$ cat src/rtl/tile_map_ctrl.sv
// 4x4 brick map owner: scans one tile per cycle for ball overlap, kills the lowest alive hit, reports side.
// Optional build macro TILE_MAP_MULTIHIT_EN: two strikes per tile, adds tiles_cracked output.
module tile_map_ctrl #(
  parameter int X0        = 282,
  parameter int Y0        = 100,
  parameter int TILE_W    = 81,
  parameter int TILE_H    = 21,
  parameter int PITCH_X   = 100,
  parameter int PITCH_Y   = 40,
  parameter int BALL_SIZE = 8,
  parameter int SCORE_W   = 8
) (
  input  logic               pclk,
  input  logic               reset_n,
  input  logic               req_valid,
  output logic               req_ready,
  input  logic [10:0]        ball_x,
  input  logic [10:0]        ball_y,
  output logic               resp_valid,
  input  logic               resp_ready,
  output logic               resp_hit,
  output logic [3:0]         resp_idx,
  output logic               resp_side,
  input  logic               restore,
  output logic [15:0]        tiles_alive,
  output logic [SCORE_W-1:0] score,
  output logic               board_clear
`ifdef TILE_MAP_MULTIHIT_EN
  ,
  output logic [15:0]        tiles_cracked
`endif
);

  typedef enum logic [1:0] {IDLE, SCAN, RESP} state_t;

  state_t      state, state_nxt;
  logic [11:0] bx, by;
  logic [3:0]  idx;
  logic        found;
  logic [3:0]  best_idx;
  logic        restore_pend;

  logic        accept, scan_last, enter_idle, do_restore;
  logic [11:0] cur_tx, cur_ty, fin_ty, cy;
  logic        cur_hit, fin_hit, fin_side, kill;
  logic [3:0]  fin_idx;

`ifdef TILE_MAP_MULTIHIT_EN
  logic [1:0]  hit_cnt [16];
`endif

  always_ff @(posedge pclk or negedge reset_n) begin
    if (!reset_n) state <= IDLE;
    else          state <= state_nxt;
  end

  always_comb begin
    state_nxt = state;
    case (state)
      IDLE:    if (req_valid) state_nxt = SCAN;
      SCAN:    if (idx == 4'd15) state_nxt = RESP;
      RESP:    if (resp_ready) state_nxt = IDLE;
      default: state_nxt = IDLE;
    endcase
  end

  always_comb begin
    req_ready  = (state == IDLE);
    accept     = (state == IDLE) && req_valid;
    scan_last  = (state == SCAN) && (idx == 4'd15);
    enter_idle = (state == RESP) && resp_ready;
    do_restore = ((state == IDLE) && restore) || (enter_idle && (restore || restore_pend));
  end

  // Overlap of the ball box with the tile under evaluation; 12-bit math avoids edge wrap.
  always_comb begin
    cur_tx  = 12'(X0 + int'(idx[1:0]) * PITCH_X);
    cur_ty  = 12'(Y0 + int'(idx[3:2]) * PITCH_Y);
    cur_hit = tiles_alive[idx] &&
              (bx <= cur_tx + 12'(TILE_W - 1)) && (bx + 12'(BALL_SIZE - 1) >= cur_tx) &&
              (by <= cur_ty + 12'(TILE_H - 1)) && (by + 12'(BALL_SIZE - 1) >= cur_ty);
    fin_hit  = found || cur_hit;
    fin_idx  = found ? best_idx : (cur_hit ? idx : 4'd0);
    fin_ty   = 12'(Y0 + int'(fin_idx[3:2]) * PITCH_Y);
    cy       = by + 12'(BALL_SIZE / 2);
    fin_side = fin_hit && (cy >= fin_ty) && (cy <= fin_ty + 12'(TILE_H - 1));
`ifdef TILE_MAP_MULTIHIT_EN
    kill = fin_hit && (hit_cnt[fin_idx] == 2'd1);
`else
    kill = fin_hit;
`endif
  end

  always_ff @(posedge pclk or negedge reset_n) begin
    if (!reset_n) begin
      bx       <= '0;
      by       <= '0;
      idx      <= '0;
      found    <= 1'b0;
      best_idx <= '0;
    end else if (accept) begin
      bx       <= {1'b0, ball_x};
      by       <= {1'b0, ball_y};
      idx      <= '0;
      found    <= 1'b0;
      best_idx <= '0;
    end else if (state == SCAN) begin
      idx <= idx + 4'd1;
      if (!found && cur_hit) begin
        found    <= 1'b1;
        best_idx <= idx;
      end
    end
  end

  always_ff @(posedge pclk or negedge reset_n) begin
    if (!reset_n) begin
      resp_valid <= 1'b0;
      resp_hit   <= 1'b0;
      resp_idx   <= '0;
      resp_side  <= 1'b0;
    end else if (scan_last) begin
      resp_valid <= 1'b1;
      resp_hit   <= fin_hit;
      resp_idx   <= fin_idx;
      resp_side  <= fin_side;
    end else if (enter_idle) begin
      resp_valid <= 1'b0;
    end
  end

  // A restore outside IDLE waits so the in-flight strike lands before the board is refilled.
  always_ff @(posedge pclk or negedge reset_n) begin
    if (!reset_n)              restore_pend <= 1'b0;
    else if (enter_idle)       restore_pend <= 1'b0;
    else if (restore && state != IDLE) restore_pend <= 1'b1;
  end

  always_ff @(posedge pclk or negedge reset_n) begin
    if (!reset_n) begin
      tiles_alive <= 16'hFFFF;
      score       <= '0;
      board_clear <= 1'b0;
    end else begin
      board_clear <= (tiles_alive == 16'h0000);
      if (do_restore) begin
        tiles_alive <= 16'hFFFF;
      end else if (scan_last && kill) begin
        tiles_alive[fin_idx] <= 1'b0;
        if (score != {SCORE_W{1'b1}}) score <= score + 1'b1;
      end
    end
  end

`ifdef TILE_MAP_MULTIHIT_EN
  always_ff @(posedge pclk or negedge reset_n) begin
    if (!reset_n) begin
      for (int i = 0; i < 16; i++) hit_cnt[i] <= 2'd2;
    end else if (do_restore) begin
      for (int i = 0; i < 16; i++) hit_cnt[i] <= 2'd2;
    end else if (scan_last && fin_hit) begin
      hit_cnt[fin_idx] <= hit_cnt[fin_idx] - 2'd1;
    end
  end

  always_comb begin
    for (int i = 0; i < 16; i++) tiles_cracked[i] = tiles_alive[i] && (hit_cnt[i] == 2'd1);
  end
`endif

endmodule

$ cat config.mk
export PLATFORM = sky130hd
export DESIGN_NAME = tile_map_ctrl
export DESIGN_NICKNAME = d
export VERILOG_FILES = /design/src/rtl/tile_map_ctrl.sv
export SDC_FILE = /design/constraint.sdc
export NUM_CORES = 1
export LEC_CHECK = 0
export CORE_ASPECT_RATIO = 2
export CORE_UTILIZATION = 27
export DETAILED_ROUTE_END_ITERATION = 6
export GPL_TIMING_DRIVEN = 0
export PLACE_DENSITY = 0.45
export SLEW_MARGIN = 20
export SYNTH_ARGS = -nofsm -noshare
export SYNTH_HDL_FRONTEND = slang
export SYNTH_SLANG_ARGS = --single-unit
$ cat constraint.sdc
create_clock -name pclk -period 13 [get_ports pclk]
set_input_delay 3.9 -clock pclk [delete_from_list [all_inputs] [get_ports pclk]]
set_output_delay 3.9 -clock pclk [all_outputs]
set_load 0.02 [all_outputs]
======== Word-level counts from Yosys, hierarchy flattened ========
Cells that the tools add are included.
word-level totals
  register bits after elaboration ......... 66
  input port bits ......................... 27
  output and inout port bits .............. 33
  logic and storage cells ................. 101
operators by class
  add/sub/neg operators ................... 11
  $mul .................................... 3
  magnitude comparators ................... 9
  eq/ne operators ......................... 7
  multiplexer cells ....................... 24
  bitwise gates (word level) .............. 3
  reduce and logical (&&, ||, !) cells .... 30
operators by type and width
  cell                   number
  $add 11x3->12 const B  3
  $mux 16                2
  $mux 4                 7
  $ge 12x9->1            2
  $add 9x5->10 const B   2
  $add 7x8->9 const A    2
  $and 16x16->16         1
  $logic_not 16->1       1
  $not 16->16            1
  $logic_and 1x1->1      15
  $ge 12x10->1           1
  $le 12x10->1           1
  $reduce_bool 2->1      6
  $add 10x7->11 const B  1
  $le 11x10->1           1
  $le 11x11->1           1
  $add 9x9->10 const A   1
  $lt 4x5->1 const B     2
  $mul 2x3->5 const B    2
  $mux 1                 9
  $add 8x1->8 const B    1
  $ne 8x8->1 const B     1
  $mul 2x5->7 const B    1
  $mux 2                 3
  16 further kinds       20

======== Longest topological paths before layout ========
Gate-level depths: netlist of run 1.
  depth in word-level cells ............... 18
  depth in mapped cells ................... 21
  depth with buffers taken out ............ 20

======== Worst setup path before layout of run 1 ========
No wires, ideal clock.
  kind .................................... input-to-reg
  start ................................... in restore
  end ..................................... reg tiles_alive[12]
  setup time .............................. 0.073 ns
  data arrival time ....................... 4.862 ns
  required time ........................... 12.927 ns
  setup slack ............................. 8.065 ns
  stages on the path ...................... 5
  buffers on the path ..................... 1
  cell sequence ........................... a21oi_1 > nor3_1 > clkbuf_1 > nor2_1 > a21oi_1
on the way
  word-level cells in the longest chain between the ends .. 4
  elaborated cells between the ends (all ways) .. 6
  classes of those cells .................. 1 x mux; 5 x reduce/logical
RTL lines
  item                                                 line  source
  start, declared                                      24    input logic restore,
  $logic_or 1x1->1                                     72    do_restore = ((state == IDLE) && restore) || (enter_idle && (restore || restore_pend));
  $logic_and 1x1->1                                    72
  $logic_or 1x1->1 *                                   72
  $mux 16 / $reduce_bool 2->1 (equally long branches)  -
  end signal, assigned                                 141   tiles_alive <= 16'hFFFF;
  end signal, assigned                                 147   tiles_alive <= 16'hFFFF;
  end signal, assigned by index                        149   tiles_alive[fin_idx] <= 1'b0;
  end, declared                                        25    output logic [15:0] tiles_alive,
Mark *: on every way between the ends. The rest lies on a longest branch, timed or not.
A chain may end at the register's enable or synchronous reset.

======== Worst setup path after layout of run 1 ========
  start ................................... in restore
  end ..................................... reg tiles_alive[13]
The elaborated chain is that of the path after synthesis.

==> results, run 1 <==
- CTS saw 66 sinks.
- The global routing met2 resource utilization is 31.5%.
- Hold is met by 480 ps.
- The later pin in the worst-skew pair is clocked with a latency of 350 ps.
- The overall power after layout is 1.32 mW.
- The buffer levels on the longest clock path is 2.
- The startpoint of the lowest-slack register-to-register path is idx[0].
- The data required time of the critical path is 13270 ps.
- Setup repair after global routing left no endpoint under its margin.
- The path class of the lowest-slack min-delay path is register to register.
- The number of cells in the finished layout apart from fillers is 791.
- The full die area is 17800 µm².
- Setup slack on the worst reg-to-reg path comes out at 8080 ps.
- The detailed router placed 3912 vias in this run.
- The combinational fraction of design power is 53.5%.
- The critical path ends at tiles_alive[13].
- In the post-route analysis, the smallest setup slack over all paths is 7390 ps.
- After routing, the total negative slack on setup checks comes to 0 ps.
- STA puts the critical path data arrival time at 5880 ps.
- In this run, flip-flops and latches consume 27.2% of the power.
- The post-cts repair resize count is 0.
- The floorplan step set the die height to 188 µm.
- The worst setup path is of the input port to register kind.
- The number of buffers added by the clock tree synthesis step is 9.
- TritonCTS built the clock tree.
- The cell chosen for the clock root is clkbuf_16.
- Clock-pin slew was measured on the worst setup and hold paths at 60 ps.
- Yosys mapped the design onto 58 distinct sky130hd cell types.
- In this run the post-CTS setup repair buffer count came out at 0.
- The total routing resource utilization after global routing is 16.7%.
- A synthesized cell averages 9.17 µm².
- STA classifies the critical path endpoint as a register.
- OpenSTA, run right after detailed placement, puts the worst setup slack at 6990 ps.
- The total power density per cell area is 226 nW/µm².
- The share of total power dissipated in the clock network is 19.3%.
- The cell-internal power is 0.716 mW.
- The congestion estimate from routability-driven global placement came to 0.851.
- The number of flops mapped to enable cells by yosys is 0.
- The area of the mapped netlist is 4660 µm².
- The count of endpoints failing hold in the final timing report is 0.
- Detailed placement finished with a half-perimeter wire length of 10600 µm.
- After floorplanning, the core was divided into 67 placement rows.
- In this run the tightest slew margin relative to its limit is 31.0%.
- The via count of the first global-routing pass was 4187.
- The most critical setup path has its startpoint at restore.
- The number of port buffers is 59.
- Global routing finished with a remaining overflow of 0.
- Derived from the worst setup path, the maximum achievable clock frequency is 0.178 GHz.
- The transition time at the pin with the least slew margin is 1020 ps.
- The first routing iteration left 187 violations.
- Using the TritonRoute via totals, the vias-per-cell ratio works out to 4.95.
- The share of flip-flops with an asynchronous set or reset after synthesis is 100%.
- The net count after synthesis is 590.
- The global routing usage on met3 is 2.07%.
- The number of cells traversed by the worst hold path is 2.
- The max-capacitance violation count is 0.
- Counting flops and latches in the post-synthesis netlist gives 66.
- The post-detailed-routing wire length is 13400 µm.
- The H-tree was split into 3 levels.
- The top-level port count is 60.
- The number of antenna violations at the first check in global routing came to 0.
- The final net count is 661.
- The smallest clock period supported by the final layout is computed as 5610 ps.
- The ratio of cells with drive above 1 in the final layout is 10.4%.
- The number of nets still failing antenna checks after routing is 0.
- The share of the Yosys chip area taken by registers is 35.9%.
- The total area inside the core boundary comes to 16800 µm².
- The area overhead of the layout relative to synthesis is 25.3%.
- The maximum fanout along the worst path is 10.
- The first global-routing pass estimated 22300 µm of wire.
- Global routing used 17.7% of the available met1 tracks.
- The final count of negative-setup-slack endpoints is 0.
- The element type at the critical path start is an input port.
- Once the floorplan was initialized, standard cells occupied 27.7% of the core.
- The worst register-to-register path ends at resp_side.
- Summed over all nets, the switching power comes to 0.605 mW.
- In the final routed layout, each cell accounts on average for 17.0 µm.
- The flow ran to the end, and the final reports show no timing, DRC or antenna violations.
- Summed over all cells, the static leakage comes to 2.57 nW.
- Once placement completed, the tool counted placed cells totaling 775.
- In this run switching power makes up 45.8% of total power.
- The number of DRC violations after detailed routing is 0.
- The number of warnings reported in the yosys synthesis log is 0.
- The iteration count of the initial detailed-routing pass is 4.
- The number of cells produced by synthesis is 508.
- The maximum number of pins on one net before global-route repair is 51.
- The number of cell instances on the worst register-to-register path is 20.
- The maximum clock skew at final layout is 9.77 ps.
- The worst ir drop on vdd is 0.0795 mV.
- The die extent in x is 94.9 µm.
- For this run, the leading register cell type out of synthesis is dfrtp_1.
- The global routing stage identified its most utilized layer as met2.
- The quantity of hold-fixing buffers added after cts is 0.
- The number of slew-limit violations in the final report came to 0.
- Of the available clock period, the critical path in the final layout requires 43.2%.
- The number of diodes added for antenna fixing is 0.
cells in the mapped netlist, types with 2 or more instances:
cell type  instances  area [µm²]
dfstp_2           16         420
and2_1             5        31.3
xor2_1            13         114
and3_1             3        18.8
o31ai_1            2        15.0
nor2_1            34         128
buf_6              2        22.5
nor2b_1            4        25.0
a21oi_1           23         115
nand2_1          100         375
mux4_2             4        90.1
dfrtp_1           50        1250
nand2b_1           5        31.3
or2_2              2        12.5
nand3_1           17        85.1
a31oi_1            6        37.5
inv_1             19        71.3
o31ai_2            2        25.0
nand4_1            7        43.8
o41ai_2            2        32.5
clkbuf_1          14        52.6
ha_1              55         688
or3_1              5        31.3
nor4_1            11        68.8
o311ai_0           3        26.3
mux2_2             4        45.0
nand3b_1           2        15.0
and4_1             3        26.3
xnor2_1           17         149
a21o_1             8        60.1
mux2i_1            8        80.1
a31oi_2            2        25.0
o21a_1             8        60.1
o211ai_1           3        22.5
o21ai_0           19        95.1
buf_2              3        15.0
nor3_1             6        30.0
layout make-up:
cell class                      count  area (µm²)
Buffer                             19        90.1
Clock buffer                       10         239
Clock inverter                      6        63.8
Fill cell                        1725       11000
Inverter                           20        75.1
Multi-Input combinational cell    403        2820
Sequential cell                    66        1670
Tap cell                          207         259
Timing Repair Buffer               60         616
per-stage QoR:
step	util, %	instance area, µm²
finish	34.6	5840
global route	34.6	5840
CTS	34.6	5840
detailed placement	32.9	5540
global placement	32.7	5510
floorplan	-	4660
how the worst min path moves through the flow:
stage                            start            to  slack [ps]
after floorplan           restore_pend  restore_pend         490
after global placement     resp_idx[2]   resp_idx[2]         470
after detailed placement   resp_idx[2]   resp_idx[2]         480
after CTS                  resp_idx[2]   resp_idx[2]         490
after global routing       resp_idx[2]   resp_idx[2]         510
final                      resp_idx[2]   resp_idx[2]         480
flip-flops by register name (all words and copies together) (netlist names):
name and cells:
best_idx 4, board_clear 1, bx 11, by 11, found 1, idx 4, resp_hit 1, resp_idx 4
resp_side 1, resp_valid 1, restore_pend 1, score 8, state 2, tiles_alive 16
routing by layer:
layer	share of wire (%)	up-vias
met4	2.6	0
li1	-	1937
met1	38	1926
met5	0	-
met2	58	34
met3	1.5	15
layout by cell type, fill, tap and decap left out, types with 3 or more instances in the layout:
master	instances
nand2b_1	5
clkbuf_1	14
nand2_1	100
mux4_2	4
nand4_1	7
and2_1	5
nand3_1	17
o211ai_1	3
nor4_1	11
clkdlybuf4s50_1	58
nor2_1	34
inv_1	19
dfstp_2	16
mux2i_1	8
o311ai_0	3
and4_1	3
dfrtp_1	50
nor3_1	6
or3_1	5
xor2_1	13
o21ai_0	19
a21o_1	8
ha_1	55
and3_1	3
nor2b_1	4
clkbuf_16	9
buf_2	3
o21a_1	8
a31oi_1	6
xnor2_1	17
mux2_2	4
a21oi_1	23
power by group through the flow:
stage                     registers (mW)  clock network (mW)  logic (mW)
after CTS                          0.362               0.262       0.719
after floorplan                    0.341                   0       0.514
after detailed placement           0.365                   0       0.714
after global routing               0.372               0.271       0.804
final                              0.359               0.255       0.706
after global placement             0.364                   0       0.698
critical path, stage by stage:
cell             delay [ps]
clkdlybuf4s50_1         490
a21oi_1                  50
nor3_1                  790
clkbuf_1                430
nor2_1                   80
a21oi_1                 140
logic make-up (layout without fill, tap and decap cells):
group	after synthesis	in the layout	share of synthesized area, %
AO/OA/AOI/OAI	92	92	14.3
flip-flops	66	66	35.9
adder cells (fa/ha/maj)	55	55	14.8
multiplexers	16	16	4.62
XOR/XNOR	30	30	5.64
other	1	1	0.0805
buffers and inverters	39	115	3.54
AND/OR/NAND/NOR	209	209	21.2
(Power assumes the default switching activity.)
==> run 2: changes to the inputs <==
--- a/config.mk
+++ b/config.mk
@@ -9,7 +9,7 @@
 export CORE_UTILIZATION = 27
 export DETAILED_ROUTE_END_ITERATION = 6
 export GPL_TIMING_DRIVEN = 0
-export PLACE_DENSITY = 0.45
+export PLACE_DENSITY = 0.46
 export SLEW_MARGIN = 20
 export SYNTH_ARGS = -nofsm -noshare
 export SYNTH_HDL_FRONTEND = slang
==> constraint.sdc (replaced) <==
create_clock -name pclk -period 4.78 [get_ports pclk]
set_input_delay 1.434 -clock pclk [delete_from_list [all_inputs] [get_ports pclk]]
set_output_delay 1.434 -clock pclk [all_outputs]
set_load 0.02 [all_outputs]
==> run 2 against run 1 <==
Routed wire length is essentially flat; critical endpoint is now resp_side; worst setup slack worse by 7000 ps; sequential power grew to 2.8 times the previous value.
==> results, run 2 (synthesis results as in run 1) <==
- In the finished design, the share of the clock period the worst path needs comes to 92.3%.
- The wire length of the first global-routing pass is 22000 µm.
- The type of the setup path with the least slack is register to register.
- The number of antenna violations at the first check in global routing is 0.
- The transition time at the pin with the least slew margin is 962 ps.
- The clock share of power is 18.4%.
- After floorplanning, the core was sized to cover 16800 µm².
- In this run the deepest clock path goes through 2 buffers.
- The worst ir drop on vdd is 0.253 mV.
- TritonCTS built the clock tree.
- The smallest clock period supported by the final layout is computed as 4410 ps.
- The quantity of hold-fixing buffers added after cts is 0.
- The signal arrival time at the worst endpoint is 4690 ps.
- The worst setup path is captured at a register.
- Dividing the detail-routed wire length by the instance count gives 16.9 µm.
- After detailed routing, the number of vias per cell comes to 5.00.
- The number of diodes added for antenna fixing is 0.
- In the post-route analysis, the smallest setup slack over all paths is 370 ps.
- The detail route stage leaves a number of antenna-violating nets equal to 0.
- Detailed placement ended at an HPWL of 10500 µm.
- The library cell used most frequently in the layout, excluding fill and tap cells, is nand2_1.
- Combinational logic burns 54.5% of the power.
- The total power density per cell area is 620 nW/µm².
- Clock tree synthesis found a total of 66 sinks.
- Setup violations remaining at the end of the flow were counted as 0.
- tiles_alive holds more flip-flops than any other register.
- In this run the tightest slew margin relative to its limit is 35.4%.
- In this run, CTS created clock tree buffers numbering 9.
- In this run the static leakage power is 2.57 nW.
- The floorplan step set the die height to 188 µm.
- The number of DRC violations after detailed routing is 0.
- STA classifies the critical path startpoint as a register.
- The cell chosen for the clock root is clkbuf_16.
- The effective utilization at floorplan is 27.7%.
- The via count of the first global-routing pass is 4151.
- Between clock sinks in the finished design, the worst skew comes to 5.96 ps.
- The total number of vias is 3972.
- The number of rows in the core area is 67.
- Entering global routing, the biggest net connects 50 pins.
- Power comes to 3.65 mW.
- The final net count is 664.
- The max-capacitance violation count is 0.
- The number of DRC violations after detailed-routing iteration 0 is 197.
- From synthesis to final layout, the design area changed by 26.3%.
- The total routing resource utilization after global routing is 16.4%.
- The data required time of the critical path is 5060 ps.
- In this run switching power makes up 45.7% of total power.
- The register with the most flip-flops in the layout has 16 of them.
- The first detailed-routing pass ran for 4 iterations.
- After global routing the overflow that remains totals 0.
- The total number of H-tree levels is 3.
- The register clock-pin slew on the reported worst setup and hold paths is 60 ps.
- The top-level port count is 60.
- The highest clock frequency the design can meet is 0.227 GHz.
- The count of endpoints failing hold in the final timing report is 0.
- Adding up every negative setup slack in the final design gives 0 ps.
- Of the total power, registers draw 27.1%.
- The full die area is 17800 µm².
- The number of slew-limit violations in the final report is 0.
- In the final layout, the share of cells above drive strength 1 is 11.4%.
- The path class of the lowest-slack min-delay path is register to register.
- Setup repair after global routing left no endpoint under its margin.
- The post-detailed-routing wire length is 13400 µm.
- The switching power is 1.67 mW.
- The largest registers in the layout are tiles_alive (16), bx (11), by (11).
- Buffers placed on the I/O ports in this run total 59.
- The worst slack after detailed placement is -68.3 ps.
- The flow ran to the end, and the final reports show no timing, DRC or antenna violations.
- Routability-driven placement finished with a final weighted congestion of 0.858.
- Along the worst path, the maximum fanout reaches 10.
- In the layout the commonest cells are nand2_1, clkdlybuf4s50_1, ha_1, dfrtp_1, nor2_1.
- The internal portion of the total power is 1.98 mW.
- The die extent in x is 94.9 µm.
- The latest clock arrival within the worst-skew pair is 340 ps.
-- run 2: cell count changes in the layout (fill, tap and decap cells not counted), sizes merged --
cell      before  now
buf            7    9
clkbuf        24   27
clkinv         4    3
clkinvlp       0    2
inv           21   18
-- run 2: critical path, stage by stage (launching register included) --
cell,delay (ps)
dfrtp_2,460
clkbuf_4,240
clkinvlp_4,140
ha_1,150
inv_1,50
or3_1,370
ha_1,330
nand4_1,140
nor2_1,160
nand4_1,190
a31oi_4,240
nand3_4,160
buf_6,200
nor4_1,210
or3_1,180
ha_1,260
a21oi_1,150
o221ai_1,120
a21oi_1,160
o211ai_1,110
o21ai_0,190
o21a_1,150
-- run 2: timing repair --
action / CTS / global route
hold endpoints to repair: 0 / 0
resized for setup: 3 / 8
pin swaps: 0 / 1
setup buffers: 0 / 3
setup endpoints to repair: 1 / 1
-- run 2: per-layer routing --
layer | up-vias | GRT usage [%] | share of wire [%]
met5 | - | 0 | 0
met3 | 18 | 1.95 | 2.2
met4 | 0 | 7.58 | 2.7
li1 | 1945 | - | -
met2 | 65 | 31.0 | 57
met1 | 1944 | 17.5 | 38
-- run 2: worst paths after layout --
kind	from	to	slack (ps)	depth (start not counted)
setup / recovery	idx[0]	resp_side	370	21
hold / removal	resp_idx[2]	resp_idx[2]	480	2
setup reg to reg	idx[0]	resp_side	370	21
hold reg to reg	resp_idx[2]	resp_idx[2]	480	2
max in group asynchronous	reset_n	tiles_alive[0]	3210	2
min in group asynchronous	reset_n	bx[0]	970	1
-- run 2: area by class of cell --
| class | count | area [µm²] |
|---|---|---|
| Clock inverter | 4 | 52.6 |
| Timing Repair Buffer | 63 | 638 |
| Multi-Input combinational cell | 403 | 2850 |
| Tap cell | 207 | 259 |
| Sequential cell | 66 | 1670 |
| Clock buffer | 12 | 236 |
| Inverter | 20 | 82.6 |
| Fill cell | 1734 | 11000 |
| Buffer | 19 | 93.8 |
-- run 2: power by group through the flow --
stage	combinational (mW)	clock [mW]	sequential, mW
floorplan	1.40	0	0.926
global placement	1.89	0	0.993
detailed placement	1.94	0	0.996
CTS	1.96	0.686	0.991
global route	2.26	0.705	1.02
finish	1.99	0.670	0.989
-- run 2: stage by stage --
stage	hold WS, ps	instance area (µm²)	util (%)	std cells
after floorplan	485	4660	-	508
after global placement	466	5510	32.7	774
after detailed placement	481	5540	32.9	775
after CTS	495	5840	34.6	791
after global routing	515	5890	34.9	794
final	482	5890	34.9	794
==> run 3: changes to the inputs <==
--- a/config.mk
+++ b/config.mk
@@ -5,6 +5,7 @@
 export SDC_FILE = /design/constraint.sdc
 export NUM_CORES = 1
 export LEC_CHECK = 0
+export CAP_MARGIN = 5
 export CORE_ASPECT_RATIO = 2
 export CORE_UTILIZATION = 27
 export DETAILED_ROUTE_END_ITERATION = 6
==> results of run 3 <==
Final layout, timing and power as in run 2 (identical DEF).
